`src/rtl/load_pkg.sv`:
```
// Shared types and constants for the data-memory load unit.
// Provides the FSM state enum, word geometry and the default abort timeout.
package load_pkg;

    typedef enum logic [1:0] {
        IDLE = 2'd0,
        REQ  = 2'd1,
        WAIT = 2'd2,
        DONE = 2'd3
    } state_e;

    localparam int WORD_BYTES  = 4;
    localparam int LANE_W      = $clog2(WORD_BYTES);
    localparam int TIMEOUT_DEF = 16;

endpackage

```
`src/rtl/load_align.sv`:
```
// Byte-lane extraction and extension of a memory read word.
// Ports: mem_rdata/lane/byte_sel/sign_ext in, data out (aligned result).
module load_align
    import load_pkg::*;
(
    input  logic [31:0]       mem_rdata,
    input  logic [LANE_W-1:0] lane,
    input  logic              byte_sel,
    input  logic              sign_ext,
    output logic [31:0]       data
);

    logic [7:0] lane_byte;

    always_comb begin
        lane_byte = mem_rdata[8*lane +: 8];
        if (byte_sel) begin
            data = {{24{sign_ext & lane_byte[7]}}, lane_byte};
        end else begin
            data = mem_rdata;
        end
    end

endmodule

```
`src/rtl/load_unit.sv`:
```
// Load engine: one word-aligned memory read per command, then byte/word extract.
// Ports: clk, rst, start/addr/byte_sel/sign_ext in; busy/done/err/rd_data out;
// mem_req/mem_addr out, mem_rdata/mem_valid in. Option: LOAD_UNIT_TIMEOUT_EN.
module load_unit
    import load_pkg::*;
#(
    parameter int N       = 32,
    parameter int TIMEOUT = TIMEOUT_DEF
) (
    input  logic         clk,
    input  logic         rst,
    input  logic         start,
    input  logic [N-1:0] addr,
    input  logic         byte_sel,
    input  logic         sign_ext,
    output logic         busy,
    output logic         done,
    output logic         err,
    output logic [N-1:0] rd_data,
    output logic         mem_req,
    output logic [N-1:0] mem_addr,
    input  logic [N-1:0] mem_rdata,
    input  logic         mem_valid
);

    state_e            state_q, state_d;
    logic              busy_q, busy_d;
    logic              done_q, done_d;
    logic              err_q, err_d;
    logic              mem_req_q, mem_req_d;
    logic [N-1:0]      mem_addr_q, mem_addr_d;
    logic [N-1:0]      rd_data_q, rd_data_d;
    logic [LANE_W-1:0] lane_q, lane_d;
    logic              byte_sel_q, byte_sel_d;
    logic              sign_ext_q, sign_ext_d;
    logic [N-1:0]      aligned;

`ifdef LOAD_UNIT_TIMEOUT_EN
    localparam int CW = $clog2(TIMEOUT + 1);
    logic [CW-1:0] cnt_q, cnt_d;
`endif

    load_align u_align (
        .mem_rdata (mem_rdata),
        .lane      (lane_q),
        .byte_sel  (byte_sel_q),
        .sign_ext  (sign_ext_q),
        .data      (aligned)
    );

    always_comb begin
        state_d    = state_q;
        mem_req_d  = 1'b0;
        mem_addr_d = mem_addr_q;
        rd_data_d  = rd_data_q;
        done_d     = 1'b0;
        err_d      = 1'b0;
        lane_d     = lane_q;
        byte_sel_d = byte_sel_q;
        sign_ext_d = sign_ext_q;
`ifdef LOAD_UNIT_TIMEOUT_EN
        cnt_d      = cnt_q;
`endif
        unique case (state_q)
            IDLE: begin
                if (start) begin
                    state_d    = REQ;
                    mem_req_d  = 1'b1;
                    mem_addr_d = {addr[N-1:2], 2'b00};
                    lane_d     = addr[LANE_W-1:0];
                    byte_sel_d = byte_sel;
                    sign_ext_d = sign_ext;
`ifdef LOAD_UNIT_TIMEOUT_EN
                    cnt_d      = '0;
`endif
                end
            end
            REQ, WAIT: begin
                if (mem_valid) begin
                    state_d   = DONE;
                    rd_data_d = aligned;
                    done_d    = 1'b1;
`ifdef LOAD_UNIT_TIMEOUT_EN
                // cnt_q counts completed REQ/WAIT cycles, so this is the last
                end else if (cnt_q == CW'(TIMEOUT - 1)) begin
                    state_d   = DONE;
                    rd_data_d = '0;
                    done_d    = 1'b1;
                    err_d     = 1'b1;
                end else begin
                    state_d   = WAIT;
                    mem_req_d = 1'b1;
                    cnt_d     = cnt_q + 1'b1;
                end
`else
                end else begin
                    state_d   = WAIT;
                    mem_req_d = 1'b1;
                end
`endif
            end
            DONE: begin
                state_d = IDLE;
            end
        endcase
        busy_d = (state_d != IDLE);
    end

    always_ff @(posedge clk) begin
        if (rst) begin
            state_q    <= IDLE;
            busy_q     <= 1'b0;
            done_q     <= 1'b0;
            err_q      <= 1'b0;
            mem_req_q  <= 1'b0;
            mem_addr_q <= '0;
            rd_data_q  <= '0;
            lane_q     <= '0;
            byte_sel_q <= 1'b0;
            sign_ext_q <= 1'b0;
`ifdef LOAD_UNIT_TIMEOUT_EN
            cnt_q      <= '0;
`endif
        end else begin
            state_q    <= state_d;
            busy_q     <= busy_d;
            done_q     <= done_d;
            err_q      <= err_d;
            mem_req_q  <= mem_req_d;
            mem_addr_q <= mem_addr_d;
            rd_data_q  <= rd_data_d;
            lane_q     <= lane_d;
            byte_sel_q <= byte_sel_d;
            sign_ext_q <= sign_ext_d;
`ifdef LOAD_UNIT_TIMEOUT_EN
            cnt_q      <= cnt_d;
`endif
        end
    end

    assign busy     = busy_q;
    assign done     = done_q;
    assign err      = err_q;
    assign rd_data  = rd_data_q;
    assign mem_req  = mem_req_q;
    assign mem_addr = mem_addr_q;

endmodule

```
`config.mk`:
```
export PLATFORM = sky130hd
export DESIGN_NAME = load_unit
export DESIGN_NICKNAME = d
export VERILOG_FILES = /design/src/rtl/load_pkg.sv /design/src/rtl/load_align.sv /design/src/rtl/load_unit.sv
export SDC_FILE = /design/constraint.sdc
export NUM_CORES = 1
export LEC_CHECK = 0
export CORE_ASPECT_RATIO = 1.4
export CORE_UTILIZATION = 41
export DETAILED_ROUTE_END_ITERATION = 10
export HOLD_SLACK_MARGIN = 0.05
export PLACE_DENSITY = 0.81
export SLEW_MARGIN = 20
export SYNTH_ARGS = -nofsm -noshare
export SYNTH_HDL_FRONTEND = slang
export SYNTH_SLANG_ARGS = --single-unit
```
`constraint.sdc`:
```
create_clock -name clk -period 2.05 [get_ports clk]
set_input_delay 0.3075 -clock clk [delete_from_list [all_inputs] [get_ports clk]]
set_output_delay 0.3075 -clock clk [all_outputs]
set_load 0.01 [all_outputs]
```
==> results.yml, run 1 <==
sta:
  finalSetupViolCount: 0
  slew_violations: 0
  finalClockSkew_ns: 0.00701
  final.min_clock_period_ns: 1.70
  min_period_over_period: 0.830
  hold_viol: 0
  fin_ws_ns: 0.348
  finalSetupTns_ns: 0
  fmax_mhz: 587
  rsz0062_at_grt: "false"
place:
  io_buffers: 134
  dp.cells: 551
  pre_cts_ws_ns: 0.194
  routabilityCongestion: 0.797
  dpl-instance-area_um2: 4400
  dpl.hpwl_mm: 6.15
global_routing:
  grt_overflow: 0
  grtUsageTotal: 0.229
  grt_pass1_wl_mm: 12.9
  grt_pass1_vias: 2768
  grt_max_degree: 35
  antenna_found_initial: 0
clock_network:
  cts_setup_buffers: 0
  cts.clk_slew.worst_paths_ns: 0.07
  hold_buffers: 0
  post_cts_resized: 0
  tritoncts: "built"
  clkLatencyLatePin_ns: 0.36
  cts.path.max_buffers: 2
  root_buffer: "clkbuf_8"
  clock_sinks: 71
  cts_max_level: 3
  numCtsBuffers: 9
die:
  die_h_um: 103
  rows: 36
  core_um2: 6980
  die_w_um: 73.9
  die_area_um2: 7580
  pin_count: 138
  start_util: 0.425
routing:
  drt_first_pass_iters: 5
  wl_per_cell_um: 14.7
  viasPerCell: 5.08
  drt_iter0_markers: 122
  dr_total_vias: 2877
  drc: 0
  ant_nets: 0
  wirelength_mm: 8.31
synthesis:
  synth-main-ff-cell: "dfxtp_1"
  yosys_register_bits: 71
  synth.distinct_cells: 25
  synthTopCellsByArea: "dfxtp_1 (48%), nand2_1 (12%), a311oi_2 (10%)"
  synth_edf_count: 0
  synthArstFlopShare: 0
  synthTopCellsByCount: "nand2_1 (94), dfxtp_1 (71), a21oi_1 (36)"
  synth_top_area_cell: "dfxtp_1"
  yosysWarnings: 0
  ys_seq_area_frac: 0.480
  netlist_instances: 338
  synth_most_common_cell: "nand2_1"
  synth_area_um2: 2960
  syn_avg_cell_area_um2: 8.77
  synth_top_area_share: 0.480
setup_path:
  cpPeakStageDelay_ns: 0.37
  cp_cell_sequence: "inv_1, ha_1, and2_2, nand2b_1, o32ai_1"
  cp_data_arrival_time_ns: 1.96
  path_class: "reg2reg"
  crit_path_end_kind: "flop"
  cp-start-kind: "flop"
  worst-path-max-fanout: 11
  cp_slowest_cell: "dfxtp_1"
  cp_data_required_time_ns: 2.30
pwr:
  peakVddDrop_mv: 0.594
  p_leak_nw: 1.66
  power.density_nw_per_um2: 920
finish:
  num-nets-final: 539
  areaGrowthSynthToFinish_pct: 54.4
  final_util: 0.655
  design_area_um2: 4580
  drive_above_1_share: 0.119
  antenna_cells: 0
  final_cells: 566
hold_path:
  min_path_type: "in2reg"
job:
  max_cap_violations: 0
run_status:
  outcome: "finished, final reports clean"
power by group:
group          total [W]  switching (W)  internal [W]
clock            0.00103       0.000492      0.000534
sequential       0.00173       0.000124       0.00161
combinational    0.00145       0.000686      0.000764
total            0.00421        0.00130       0.00291
per-layer routing:
layer	wire length, µm	GRT usage	vias to the layer above
met5	0	0	-
met4	230	0.118	0
met3	747	0.0811	18
met2	4140	0.376	125
met1	3200	0.260	1326
li1	-	-	1408
cell families (layout without fill, tap and decap cells):
kind of cell               after synthesis  after routing  share of synthesized area
DFF                                     71             71                      0.480
AOI/OAI and AO/OA                       78             78                      0.224
buffers and inverters                   36            167                     0.0574
other                                    1              3                    0.00127
and+or+nand+nor                        141            141                      0.192
muxes                                    9              9                     0.0376
adders and majority gates                2              2                    0.00844
area by class of cell:
| class | count | area, µm² |
|---|---|---|
| fill | 563 | 2410 |
| clock buffer | 15 | 176 |
| multi-input combinational | 233 | 1380 |
| sequential | 71 | 1420 |
| timing repair buffer | 147 | 1460 |
| tap | 95 | 119 |
| inverter | 5 | 18.8 |
worst max-delay path: cells and delay by family (launching register included):
family	cells	cell delay, ns
and+or+nand+nor	2	0.56
DFF	1	0.37
AOI/OAI and AO/OA	1	0.34
adders and majority gates	1	0.29
buffers and inverters	1	0.06
registers in the layout, summed over array words and instances, names as in the netlist:
signal      cells
busy            1
byte_sel_q      1
done            1
lane_q          2
mem_addr       30
mem_req         1
rd_data        32
sign_ext_q      1
state_q         2
per-stage QoR:
step	hold WS, ns	total power [W]
6_report	0.350	0.00421
5_1_grt	0.368	0.00446
4_1_cts	0.337	0.00425
3_5_place_dp	0.449	0.00322
3_3_place_gp	0.441	0.00318
2_1_floorplan	0.443	0.00250
placed cells by master, fill, tap and decap left out, drive strengths merged:
master	instances
clkdlybuf4s50	133
nand2	94
dfxtp	71
a21oi	36
nor2	33
a311oi	24
clkbuf	15
o32ai	14
buf	14
nand2b	10
mux2	7
inv	5
conb	3
o21ai	2
ha	2
and2	2
mux4	1
nand3	1
mux2i	1
a211oi	1
o21a	1
nor3b	1
worst paths after layout:
path,from,to,slack [ns],cells after the start
hold reg to reg,mem_addr[22],mem_addr[22],0.45,2
hold / removal,rst,rd_data[2],0.35,3
setup / recovery,state_q[0],rd_data[3],0.35,5
setup reg to reg,state_q[0],rd_data[3],0.35,5
Note: power is estimated with default switching activity, not from simulation.
==> run 2, diff against run 1 <==
==> constraint.sdc (replaced) <==
create_clock -name clk -period 1.7 [get_ports clk]
set_input_delay 0.255 -clock clk [delete_from_list [all_inputs] [get_ports clk]]
set_output_delay 0.255 -clock clk [all_outputs]
set_load 0.01 [all_outputs]
==> run 2 against run 1 <==
- wire length is 0.17% lower
- sequential share of layout area is 0.66 points lower
- sequential cell count stayed put
- setup slack worse by 0.24 ns
- non-clock buffer count stayed put
- core utilization is 1.4 points higher
- register-to-register slack worse by 0.24 ns
- largest power group unchanged
==> results.yml, run 2 (synthesis gave the netlist of run 1 again) <==
run_status:
  outcome: "finished, final reports clean"
die:
  die_w_um: 73.9
  die_area_um2: 7580
  core_um2: 6980
  rows: 36
  start_util: 0.425
  die_h_um: 103
  pin_count: 138
place:
  pre_cts_ws_ns: -0.0415
  dp.cells: 551
  routabilityCongestion: 0.811
  dpl.hpwl_mm: 6.05
  io_buffers: 134
  dpl-instance-area_um2: 4460
clock_network:
  cts.clk_slew.worst_paths_ns: 0.08
  post_cts_resized: 0
  cts.path.max_buffers: 2
  root_buffer: "clkbuf_8"
  tritoncts: "built"
  cts_max_level: 3
  cts_setup_buffers: 0
  numCtsBuffers: 9
  clkLatencyLatePin_ns: 0.34
  hold_buffers: 0
  clock_sinks: 71
sta:
  min_period_over_period: 0.935
  rsz0062_at_grt: "false"
  finalSetupViolCount: 0
  tightest_slew_ns: 0.558
  fmax_mhz: 629
  final.min_clock_period_ns: 1.59
  finalClockSkew_ns: 0.0107
  slew_violations: 0
  whs_ns: 0.422
  slew_headroom: 0.628
  fin_ws_ns: 0.110
  hold_viol: 0
setup_path:
  cp_data_arrival_time_ns: 1.82
  cp-start-kind: "flop"
  cp_data_required_time_ns: 1.93
  crit_path_end_kind: "flop"
  path_class: "reg2reg"
  worst-path-max-fanout: 8
hold_path:
  min_path_type: "in2reg"
global_routing:
  grt_pass1_wl_mm: 13.0
  antenna_found_initial: 0
  grt_pass1_vias: 2850
  grt_overflow: 0
  grt_max_degree: 71
  grtUsageTotal: 0.226
pwr:
  internal_power_w: 0.00376
  clock_power_share: 0.273
  seq_power_share: 0.388
  peakVddDrop_mv: 0.618
  net-switching-power_w: 0.00160
  p_leak_nw: 1.71
  p_sw_frac: 0.299
  pwr-share-comb: 0.339
  power.density_nw_per_um2: 1150
finish:
  drive_above_1_share: 0.123
  ff_latch_area_um2: 1420
  num-nets-final: 539
  largest_register_ffs: 32
  final_cell_mix: "clkdlybuf4s50_1 (133), nand2_1 (94), dfxtp_1 (71)"
  fill_cells: 574
  areaGrowthSynthToFinish_pct: 57.7
  layout_commonest_cell: "clkdlybuf4s50_1"
  design_area_um2: 4680
  final_cells: 567
  multi_input_area_um2: 1380
routing:
  viasPerCell: 5.02
  drt_first_pass_iters: 4
  wl_per_cell_um: 14.6
  dr_total_vias: 2844
  drt_iter0_markers: 113
  wirelength_mm: 8.30
  ant_nets: 0
  drc: 0
job:
  max_cap_violations: 0
## run 2: path summary, 6_finish.rpt
kind / cells past startpoint / start / slack, ns / to
hold / removal: 3 / rst / 0.42 / done
hold reg to reg: 2 / mem_addr[17] / 0.46 / mem_addr[17]
setup / recovery: 5 / state_q[0] / 0.11 / rd_data[3]
setup reg to reg: 5 / state_q[0] / 0.11 / rd_data[3]
## run 2: power groups by stage
stage,registers [W],clock network [W],logic (W)
5_1_grt,0.00211,0.00158,0.00199
4_1_cts,0.00209,0.00150,0.00183
6_report,0.00208,0.00146,0.00182
3_3_place_gp,0.00211,0,0.00178
2_1_floorplan,0.00222,0,0.000791
3_5_place_dp,0.00212,0,0.00182
## run 2: critical path: stages, from the launching register on
cell and delay (ns):
dfxtp_1 0.36, inv_1 0.05, ha_1 0.29, and2_2 0.24
nand2b_1 0.21, o32ai_1 0.34
## run 2: per-stage QoR
| step | total power (W) | util | setup TNS [ns] |
|---|---|---|---|
| 5_1_grt | 0.00568 | 0.669 | 0 |
| 3_3_place_gp | 0.00389 | 0.639 | -0.0751 |
| 4_1_cts | 0.00542 | 0.669 | 0 |
| 3_5_place_dp | 0.00395 | 0.639 | -0.678 |
| 6_report | 0.00536 | 0.670 | 0 |
| 2_1_floorplan | 0.00302 | - | 0 |
## run 2: area by class of cell
| type | count | share of cell area |
|---|---|---|
| clock buffers | 11 | 0.0302 |
| clock inverters | 4 | 0.0150 |
| well taps | 95 | 0.0254 |
| flip-flops and latches | 71 | 0.304 |
| repair buffers | 147 | 0.325 |
| multi-input cells | 233 | 0.295 |
| inverters | 5 | 0.00401 |
| diodes | 1 | 0.000535 |
## run 2: metal layers
layer  global-route usage  vias up  wire length [µm]
met1                0.260     1314              3350
met2                0.376      106              4160
li1                     -     1414                 -
met5                    0        -                 0
met4                0.101        0               113
met3               0.0792       10               675
==> run 3, diff against run 2 <==
--- a/config.mk
+++ b/config.mk
@@ -6,11 +6,13 @@
 export NUM_CORES = 1
 export LEC_CHECK = 0
 export CORE_ASPECT_RATIO = 1.4
-export CORE_UTILIZATION = 41
+export CORE_MARGIN = 3
+export CORE_UTILIZATION = 45
 export DETAILED_ROUTE_END_ITERATION = 10
 export HOLD_SLACK_MARGIN = 0.05
-export PLACE_DENSITY = 0.81
+export PLACE_DENSITY = 0.83
 export SLEW_MARGIN = 20
 export SYNTH_ARGS = -nofsm -noshare
 export SYNTH_HDL_FRONTEND = slang
+export SYNTH_HIERARCHICAL = 1
 export SYNTH_SLANG_ARGS = --single-unit
==> run 3 against run 2 <==
- global-route usage fell by 1.3 points
- setup slack improved by 0.021 ns
- clock power fell by 18%
- design area is 14% higher
- die area up 26%
- worst hold slack got worse by 0.073 ns
- combinational power is 7% lower
- cell count up 15%
- core utilization up 0.39 points
- power down 10%
- critical endpoint is now rd_data[0]
- sequential cell count unchanged
- via count is 24% higher
==> results.yml, run 3 <==
run_status:
  outcome: "finished, final reports clean"
setup_path:
  cp-start-kind: "flop"
  cp_data_arrival_time_ns: 1.80
  cp_data_required_time_ns: 1.93
  reg2reg_slack_ns: 0.13
  crit_path_end_kind: "flop"
  path_class: "reg2reg"
  worst-path-max-fanout: 23
finish:
  fill_cells: 643
  num-nets-final: 618
  layout_commonest_cell: "clkdlybuf4s50_1"
  areaGrowthSynthToFinish_pct: 41.8
  ff_latch_area_um2: 1420
  largest_register_ffs: 32
  multi_input_area_um2: 1960
  antenna_cells: 0
  design_area_um2: 5350
  drive_above_1_share: 0.129
  final_cell_mix: "clkdlybuf4s50_1 (131), a21oi_1 (75), dfxtp_1 (70)"
clock_network:
  cts_max_level: 3
  root_buffer: "clkbuf_8"
  numCtsBuffers: 9
  post_cts_resized: 0
  clock_sinks: 71
  hold_buffers: 0
  cts.path.max_buffers: 2
  cts_setup_buffers: 0
  clkLatencyLatePin_ns: 0.34
  cts.clk_slew.worst_paths_ns: 0.08
  tritoncts: "built"
global_routing:
  grt_pass1_vias: 3399
  grtUsageTotal: 0.213
  grt_pass1_wl_mm: 16.6
  grt_overflow: 0
  antenna_found_initial: 0
  grt_max_degree: 76
die:
  die_h_um: 114
  pin_count: 138
  start_util: 0.475
  rows: 38
  core_um2: 7940
  die_w_um: 83.4
  die_area_um2: 9530
synthesis:
  synth_top_area_share: 0.377
  yosysWarnings: 6
  synth_most_common_cell: "a21oi_1"
  synth-main-ff-cell: "dfxtp_1"
  ys_seq_area_frac: 0.377
  synth_top_area_cell: "dfxtp_1"
  netlist_instances: 433
  synth_area_um2: 3770
  yosys_register_bits: 71
  synthTopCellsByCount: "a21oi_1 (75), dfxtp_1 (71), nand3_1 (67)"
  syn_avg_cell_area_um2: 8.71
  synthTopCellsByArea: "dfxtp_1 (38%), a21bo_1 (16%), a21oi_1 (10%)"
  synth.distinct_cells: 28
  synthArstFlopShare: 0
  synth_edf_count: 0
place:
  dpl-instance-area_um2: 5170
  dpl.hpwl_mm: 7.18
  pre_cts_ws_ns: -0.120
  io_buffers: 134
  routabilityCongestion: 0.909
job:
  max_cap_violations: 0
routing:
  ant_nets: 0
  drt_first_pass_iters: 4
  drc: 0
  viasPerCell: 5.43
  dr_total_vias: 3534
  drt_iter0_markers: 324
  wirelength_mm: 10.2
  wl_per_cell_um: 15.7
hold_path:
  min_path_type: "in2reg"
pwr:
  p_leak_nw: 2.04
  peakVddDrop_mv: 0.544
  power.density_nw_per_um2: 901
sta:
  finalSetupViolCount: 0
  min_period_over_period: 0.923
  hold_viol: 0
  finalClockSkew_ns: 0.00867
  slew_violations: 0
  fin_ws_ns: 0.131
  fmax_mhz: 637
  rsz0062_at_grt: "false"
  final.min_clock_period_ns: 1.57
[run 3: metrics by stage]
| stage | cells | hold slack (ns) | setup TNS (ns) | total power (W) | util |
|---|---|---|---|---|---|
| after global placement | 635 | 0.494 | -0.970 | 0.00362 | 0.652 |
| after global routing | 651 | 0.339 | 0 | 0.00511 | 0.674 |
| after detailed placement | 635 | 0.511 | -1.62 | 0.00366 | 0.652 |
| final | 651 | 0.349 | 0 | 0.00482 | 0.674 |
| after CTS | 651 | 0.317 | 0 | 0.00488 | 0.674 |
| after floorplan | 435 | 0.402 | 0 | 0.00300 | - |
[run 3: worst paths after layout]
| check | to | cells after the start | start |
|---|---|---|---|
| worst max-delay path | rd_data[0] | 6 | lane_q[1] |
| worst min-delay path | rd_data[8] | 3 | mem_valid |
| worst max register to register | rd_data[0] | 6 | lane_q[1] |
| worst min register to register | state_q[1] | 2 | state_q[1] |
[run 3: critical path, cell delays in order, from the launching register on]
cell and delay (ns):
dfxtp_1 0.46, buf_4 0.30, mux2_2 0.36, o22ai_1 0.11, a21oi_1 0.08, nand3_1 0.09
a21oi_1 0.06
[run 3: final cells by class]
type,instances,share of cell area
clock buffer,12,0.0290
clock inverter,4,0.00374
inverter,28,0.0196
multi-input combinational,284,0.366
sequential,71,0.266
tap,100,0.0234
timing repair buffer,152,0.292
[run 3: power breakdown]
part	internal [W]	switching [W]	total (W)
registers	0.00184	0.0000960	0.00194
clock network	0.000600	0.000594	0.00119
logic	0.000855	0.000834	0.00169
total	0.00330	0.00152	0.00482
[run 3: cells by family (layout without fill, tap and decap cells)]
kind of cell	after synthesis	in the layout	share of synthesized area
buf+inv	80	196	0.106
flops	71	71	0.377
fa+ha+maj	2	2	0.00663
compound gates	185	185	0.366
simple gates	85	85	0.117
mux	9	9	0.0262
other cells	1	3	0.000994
[run 3: metal layers]
| metal | vias up | routed length [µm] | track usage |
|---|---|---|---|
| met2 | 143 | 4820 | 0.349 |
| met1 | 1628 | 4400 | 0.265 |
| met4 | 0 | 199 | 0.0720 |
| met3 | 16 | 808 | 0.0691 |
| li1 | 1747 | - | - |
| met5 | - | 0 | 0 |
